[src/rtl/kanagawa_fifo_read_prefetch.sv]
// kanagawa_fifo_read_prefetch
//
// Read-side stage behind the FIFO pointer tracker. It issues reads to a
// synchronous RAM of fixed latency and walks the read address. Returned
// words land in a small prefetch buffer, which is presented to the
// consumer over valid/ready. Reads are only issued while the in-flight
// plus buffered total is below CAP, so returned data always has a slot.
// rdreq depends only on registers and the registered `empty`, so there is
// no combinational path from out_ready to rdreq.
//
// Ports:
//   clk         clock
//   rst         synchronous, active-high reset
//   empty       from the pointer tracker (registered)
//   rdreq       pop request to the pointer tracker; also the RAM read enable
//   ram_rdaddr  RAM read address, valid while rdreq=1
//   ram_rddata  RAM read data, valid READ_LATENCY cycles after its rdreq
//   out_valid   prefetch buffer head valid
//   out_data    prefetch buffer head word
//   out_ready   consumer accept; a transfer is out_valid && out_ready
module kanagawa_fifo_read_prefetch #(
    parameter int WIDTH        = 32,
    parameter int LOG_DEPTH    = 5,
    parameter int READ_LATENCY = 2
) (
    input  logic                 clk,
    input  logic                 rst,
    input  logic                 empty,
    output logic                 rdreq,
    output logic [LOG_DEPTH-1:0] ram_rdaddr,
    input  logic [WIDTH-1:0]     ram_rddata,
    output logic                 out_valid,
    output logic [WIDTH-1:0]     out_data,
    input  logic                 out_ready
);

    localparam int CAP = READ_LATENCY + 2;
    localparam int PW  = $clog2(CAP) + 1;
    localparam int IW  = $clog2(CAP);
    localparam logic [PW-1:0] CAP_P = PW'(CAP);

    logic                    hold;
    logic [PW-1:0]           occupancy;
    logic [READ_LATENCY-1:0] inflight;
    logic [LOG_DEPTH-1:0]    rd_addr;
    logic [WIDTH-1:0]        mem [CAP];
    logic [PW-1:0]           wr_ptr;
    logic [PW-1:0]           rd_ptr;
    logic [PW-1:0]           count;
    logic                    pop;
    logic                    wr_en;

    // Pointers wrap at CAP, which need not be a power of two.
    function automatic logic [PW-1:0] ptr_next(input logic [PW-1:0] p);
        if (p == CAP_P - PW'(1)) begin
            return '0;
        end
        return p + PW'(1);
    endfunction

    // The upstream empty flag comes out of reset low even though the FIFO
    // is empty, so issue is suppressed during rst and for one cycle after.
    assign rdreq      = !rst && !hold && !empty && (occupancy < CAP_P);
    assign ram_rdaddr = rd_addr;
    assign pop        = out_valid && out_ready;
    assign wr_en      = inflight[READ_LATENCY-1];
    assign out_valid  = (count != '0);
    assign out_data   = mem[rd_ptr[IW-1:0]];

    // Control state: hold flag, read address, in-flight shift register,
    // occupancy and buffer pointers. A reset discards in-flight reads by
    // clearing the shift register, so late RAM data is never captured.
    always_ff @(posedge clk) begin
        if (rst) begin
            hold      <= 1'b1;
            rd_addr   <= '0;
            inflight  <= '0;
            occupancy <= '0;
            wr_ptr    <= '0;
            rd_ptr    <= '0;
            count     <= '0;
        end else begin
            hold <= 1'b0;

            if (rdreq) begin
                rd_addr <= rd_addr + LOG_DEPTH'(1);
            end

            inflight[0] <= rdreq;
            for (int i = 1; i < READ_LATENCY; i++) begin
                inflight[i] <= inflight[i-1];
            end

            if (rdreq && !pop) begin
                occupancy <= occupancy + PW'(1);
            end else if (!rdreq && pop) begin
                occupancy <= occupancy - PW'(1);
            end

            if (wr_en) begin
                wr_ptr <= ptr_next(wr_ptr);
            end
            if (pop) begin
                rd_ptr <= ptr_next(rd_ptr);
            end

            if (wr_en && !pop) begin
                count <= count + PW'(1);
            end else if (!wr_en && pop) begin
                count <= count - PW'(1);
            end
        end
    end

    // Buffer storage; contents need no reset since count gates visibility.
    always_ff @(posedge clk) begin
        if (!rst && wr_en) begin
            mem[wr_ptr[IW-1:0]] <= ram_rddata;
        end
    end

    // Simulation checks of the internal invariants.
    logic             stall_q;
    logic [WIDTH-1:0] data_q;

    always_ff @(posedge clk) begin
        if (rst) begin
            stall_q <= 1'b0;
        end else begin
            stall_q <= out_valid && !out_ready;
        end
        data_q <= out_data;
    end

    always_ff @(posedge clk) begin
        if (!rst) begin
            assert (!(rdreq && empty));
            assert (occupancy <= CAP_P);
            assert (!(wr_en && count == CAP_P));
            if (stall_q) begin
                assert (out_valid && out_data == data_q);
            end
        end
    end

endmodule

[config.mk]
export PLATFORM = sky130hd
export DESIGN_NAME = kanagawa_fifo_read_prefetch
export DESIGN_NICKNAME = d
export VERILOG_FILES = /design/src/rtl/kanagawa_fifo_read_prefetch.sv
export SDC_FILE = /design/constraint.sdc
export NUM_CORES = 1
export LEC_CHECK = 0
export ABC_CLOCK_PERIOD_IN_PS = 7350
export BUFFER_PORTS_ARGS = -buffer_cell sky130_fd_sc_hd__buf_2
export CELL_PAD_IN_SITES_DETAIL_PLACEMENT = 1
export CELL_PAD_IN_SITES_GLOBAL_PLACEMENT = 1
export CORE_MARGIN = 2
export CORE_UTILIZATION = 25
export CTS_CLUSTER_DIAMETER = 150
export DETAILED_ROUTE_END_ITERATION = 7
export PLACE_DENSITY_LB_ADDON = 0.1
export REMOVE_ABC_BUFFERS = 1
export SYNTH_ARGS = -nofsm -noshare
export SYNTH_HDL_FRONTEND = slang
export SYNTH_SLANG_ARGS = --single-unit
[constraint.sdc]
create_clock -name clk -period 7.35 [get_ports clk]
set_input_delay 2.205 -clock clk [delete_from_list [all_inputs] [get_ports clk]]
set_output_delay 2.205 -clock clk [all_outputs]
set_load 0.005 [all_outputs]
==> metrics.log <==
INFO  metric grt-ovfl-total = 0
INFO  metric layout_worst_path_cycle_share = 0.729
INFO  metric area_enclosed_by_the_die_boundary = around 24000 sq um
INFO  metric worst-setup-path-type = in -> out
INFO  metric synth_area = about 5600 sq um
INFO  metric power.leakage = ~2.3 nW
INFO  metric viasPerCell = 4.21
INFO  metric cts-htree-levels = 4
INFO  metric total_switching_power = about 530 uW
INFO  metric timing.max_slew.rel_slack = 0.345
INFO  metric die_width = between 150 and 200 microns
INFO  metric synthFlopType = sky130_fd_sc_hd__edfxtp_1
INFO  metric hold_violations_final = 0
INFO  metric setup.worst_path.start_class = input port
INFO  metric synth_area_per_cell = around 21 sq um
INFO  metric synth-async-reset-ratio = 0
INFO  metric cts_sinks = 150
INFO  metric antenna_violations_before_repair = 2
INFO  metric grt_first_pass_wirelength = roughly 17000 microns
INFO  metric syn2layout_area_growth = 22.1%
INFO  metric power.share.switching = 0.254
INFO  metric cts_made_buffers = 17
INFO  metric outcome = finished clean
INFO  metric hold_path_class = reg -> reg
INFO  metric gp_congestion = ~0.67
INFO  metric tritoncts = done
INFO  metric critical_path.max_fanout = 23
INFO  metric required = approximately 5100 ps
INFO  metric final-setup-viol-count = 0
INFO  metric max_cap_violations = 0
INFO  metric layout_skew = roughly 9.0 ps
INFO  metric layout_commonest_cell = sky130_fd_sc_hd__edfxtp_1
INFO  metric num-fill-cells = around 2200
INFO  metric setup_repair_after_global_routing_missed_its_margin = no
INFO  metric maximum_number_of_pins_on_one_net_before_global_route_repair = 33
INFO  metric drive_gt1_frac = 0.403
INFO  metric synth_cell_type_count = 30
INFO  metric clock-root-buffer = sky130_fd_sc_hd__clkbuf_16
INFO  metric mostFrequentLayoutCells = sky130_fd_sc_hd__edfxtp_1 (128), sky130_fd_sc_hd__buf_2 (74), sky130_fd_sc_hd__mux4_2 (32), sky130_fd_sc_hd__dfxtp_1 (20), sky130_fd_sc_hd__clkbuf_16 (17)
INFO  metric synth.largest_area_cell = sky130_fd_sc_hd__edfxtp_1
INFO  metric regToRegStartpoint = count[0]
INFO  metric ctsHoldBuffers = 0
INFO  metric count_of_flip_flops_with_a_built_in_enable_after_synthesis = 128
INFO  metric synth.top_cells.by_area = sky130_fd_sc_hd__edfxtp_1 (69%), sky130_fd_sc_hd__mux4_2 (13%), sky130_fd_sc_hd__dfxtp_1 (7.9%), sky130_fd_sc_hd__ha_1 (1.8%), sky130_fd_sc_hd__mux2i_1 (0.90%)
INFO  metric final_net_count = slightly below 400
INFO  metric worst_skew_pair_latency = 410 ps
INFO  metric final.min_clock_period = 5360 ps
INFO  metric power_frac_comb = 0.148
INFO  metric fp-row-count = 54
INFO  metric worst_ep_arrival_time = between 3000 and 4000 ps
INFO  metric critPathCapture = rdreq
INFO  metric initial_utilization = 0.255
INFO  metric critPathLaunch = rst
INFO  metric fp.coreArea = about 22000 sq um
INFO  metric ioPinCount = 75
INFO  metric dp_hpwl = ~6600 microns
INFO  metric finalMaxSlewViolations = 0
INFO  metric clock_group_share_of_total_power = 0.372
INFO  metric drt-wirelength-per-cell = about 18 microns
INFO  metric synth.yosys.seq_area_share = 0.769
INFO  metric wirelength = between 10000 and 15000 microns
INFO  metric detailroute.via_count = between 2000 and 3000
INFO  metric r2r_setup_slack = roughly 4700 ps
INFO  metric vdd_ir_drop_max = approximately 0.00014 V
INFO  metric via_count_of_the_first_global_routing_pass = slightly above 3000
INFO  metric post-route-drc-count = 0
INFO  metric drtIter0Drc = between 100 and 150
INFO  metric drt_first_pass_iters = 4
INFO  metric groute.usage.overall = 0.102
INFO  metric ctsLongestPathBuffers = 2
INFO  metric cts.repair_timing.setup_buffer_count = 0
INFO  metric timing.fmax = 187 MHz
INFO  metric synthesis.instances = 262
INFO  metric power_frac_seq = 0.480
INFO  metric worst_setup_hold_path_clk_slew = around 60 ps
INFO  metric fin_setup_tns = 0 ps
INFO  metric synthesis.yosys.warnings = 0
INFO  metric fin_hold_ws = ~430 ps
INFO  metric r2r.worst_path.cells = 7
INFO  metric die_height = 153 microns
INFO  metric drt.antenna.violating_nets = 0
INFO  metric hold_path_startpoint = wr_ptr[2]
INFO  metric yosys_register_bits = 150
INFO  metric worst_pin_slew = roughly 980 ps
INFO  metric power_per_cell_area = ~310 nW/um^2
INFO  metric postCtsResizedCells = 0
INFO  metric type_of_destination_of_the_critical_path = output pin
INFO  metric yosys.area.top_type_share = 0.690
INFO  metric r2r_end = occupancy[2]
INFO  metric cell_internal_pwr = ~1.6 mW
INFO  metric port_buffers = between 70 and 80
==> cell type report <==
| cell class | count | area, sq um | area share |
|---|---|---|---|
| repair buffers | 75 | 378 | 0.0555 |
| clock buffers | 18 | 429 | 0.0631 |
| well taps | 280 | 350 | 0.0515 |
| multi-input cells | 97 | 1230 | 0.181 |
| diodes | 1 | 2.50 | 0.000368 |
| flip-flops and latches | 150 | 4290 | 0.630 |
| clock inverters | 14 | 104 | 0.0153 |
| inverters | 6 | 22.5 | 0.00331 |
==> worst min path at each step <==
stage,end,cells past startpoint,slack [ps]
floorplan,wr_ptr[2],2,400
global placement,wr_ptr[2],2,420
detailed placement,wr_ptr[2],2,420
CTS,wr_ptr[2],2,430
global route,inflight[1],1,470
finish,wr_ptr[2],2,430
==> synth_stat cells (2+ instances only) <==
master                     count
sky130_fd_sc_hd__dfxtp_1      22
sky130_fd_sc_hd__mux4_2       32
sky130_fd_sc_hd__or3_1         2
sky130_fd_sc_hd__nand4_1       2
sky130_fd_sc_hd__o21ai_0       3
sky130_fd_sc_hd__nand3_1       2
sky130_fd_sc_hd__edfxtp_1    128
sky130_fd_sc_hd__and2_1        4
sky130_fd_sc_hd__nand2_1       3
sky130_fd_sc_hd__nor2_1        7
sky130_fd_sc_hd__inv_1         6
sky130_fd_sc_hd__fa_1          2
sky130_fd_sc_hd__ha_1          8
sky130_fd_sc_hd__nor2b_1       3
sky130_fd_sc_hd__xor2_1        4
sky130_fd_sc_hd__mux2i_1       5
sky130_fd_sc_hd__a21oi_1       5
sky130_fd_sc_hd__buf_2         4
sky130_fd_sc_hd__buf_1         4
sky130_fd_sc_hd__nand2b_1      6
==> cell families (layout without fill, tap and decap cells) <==
family | after synthesis | in the layout | synth area share
DFF | 150 | 150 | 0.769
muxes | 38 | 38 | 0.140
and+or+nand+nor | 32 | 32 | 0.0339
buffers and inverters | 15 | 113 | 0.0110
AOI/OAI and AO/OA | 12 | 12 | 0.0130
adders and majority gates | 10 | 10 | 0.0251
xor gates and xnor gates | 5 | 5 | 0.00786
other | 0 | 1 | 0
==> sequential cells by signal (all words and copies together) (netlist names), named ones only <==
signal	flops
count	3
hold	1
inflight	2
mem	128
occupancy	3
ram_rdaddr	5
rd_ptr	3
wr_ptr	3
==> power by group through the flow <==
stage / Clock (mW) / Combinational (mW) / Sequential, mW
after detailed placement: 0 / 0.318 / 1.03
after CTS: 0.807 / 0.321 / 1.01
after floorplan: 0 / 0.189 / 1.02
final: 0.779 / 0.309 / 1.00
after global routing: 0.849 / 0.346 / 1.02
after global placement: 0 / 0.313 / 1.03
==> worst max-delay path, stage by stage <==
cell and delay (ps):
sky130_fd_sc_hd__buf_2 240, sky130_fd_sc_hd__nor4_4 490, sky130_fd_sc_hd__buf_2 200
==> metal layers <==
layer | share of wire | vias up | global-route usage
met5 | 0.00062 | - | 0
met4 | 0.015 | 2 | 0.0397
met3 | 0.050 | 14 | 0.0380
met2 | 0.52 | 53 | 0.175
met1 | 0.42 | 1401 | 0.116
li1 | - | 1229 | -
==> per-stage QoR <==
| stage | std cells | utilization | cell area (sq um) | worst slack, ps | total power, mW |
|---|---|---|---|---|---|
| after floorplan | 253 | - | 5530 | 2570 | 1.21 |
| after global placement | 608 | 0.287 | 6270 | 2020 | 1.34 |
| after detailed placement | 608 | 0.287 | 6270 | 1960 | 1.35 |
| after CTS | 640 | 0.312 | 6800 | 1960 | 2.14 |
| after global routing | 640 | 0.312 | 6800 | 1870 | 2.21 |
| final | 641 | 0.312 | 6810 | 1990 | 2.09 |
Power figures use the tool's default switching activity.
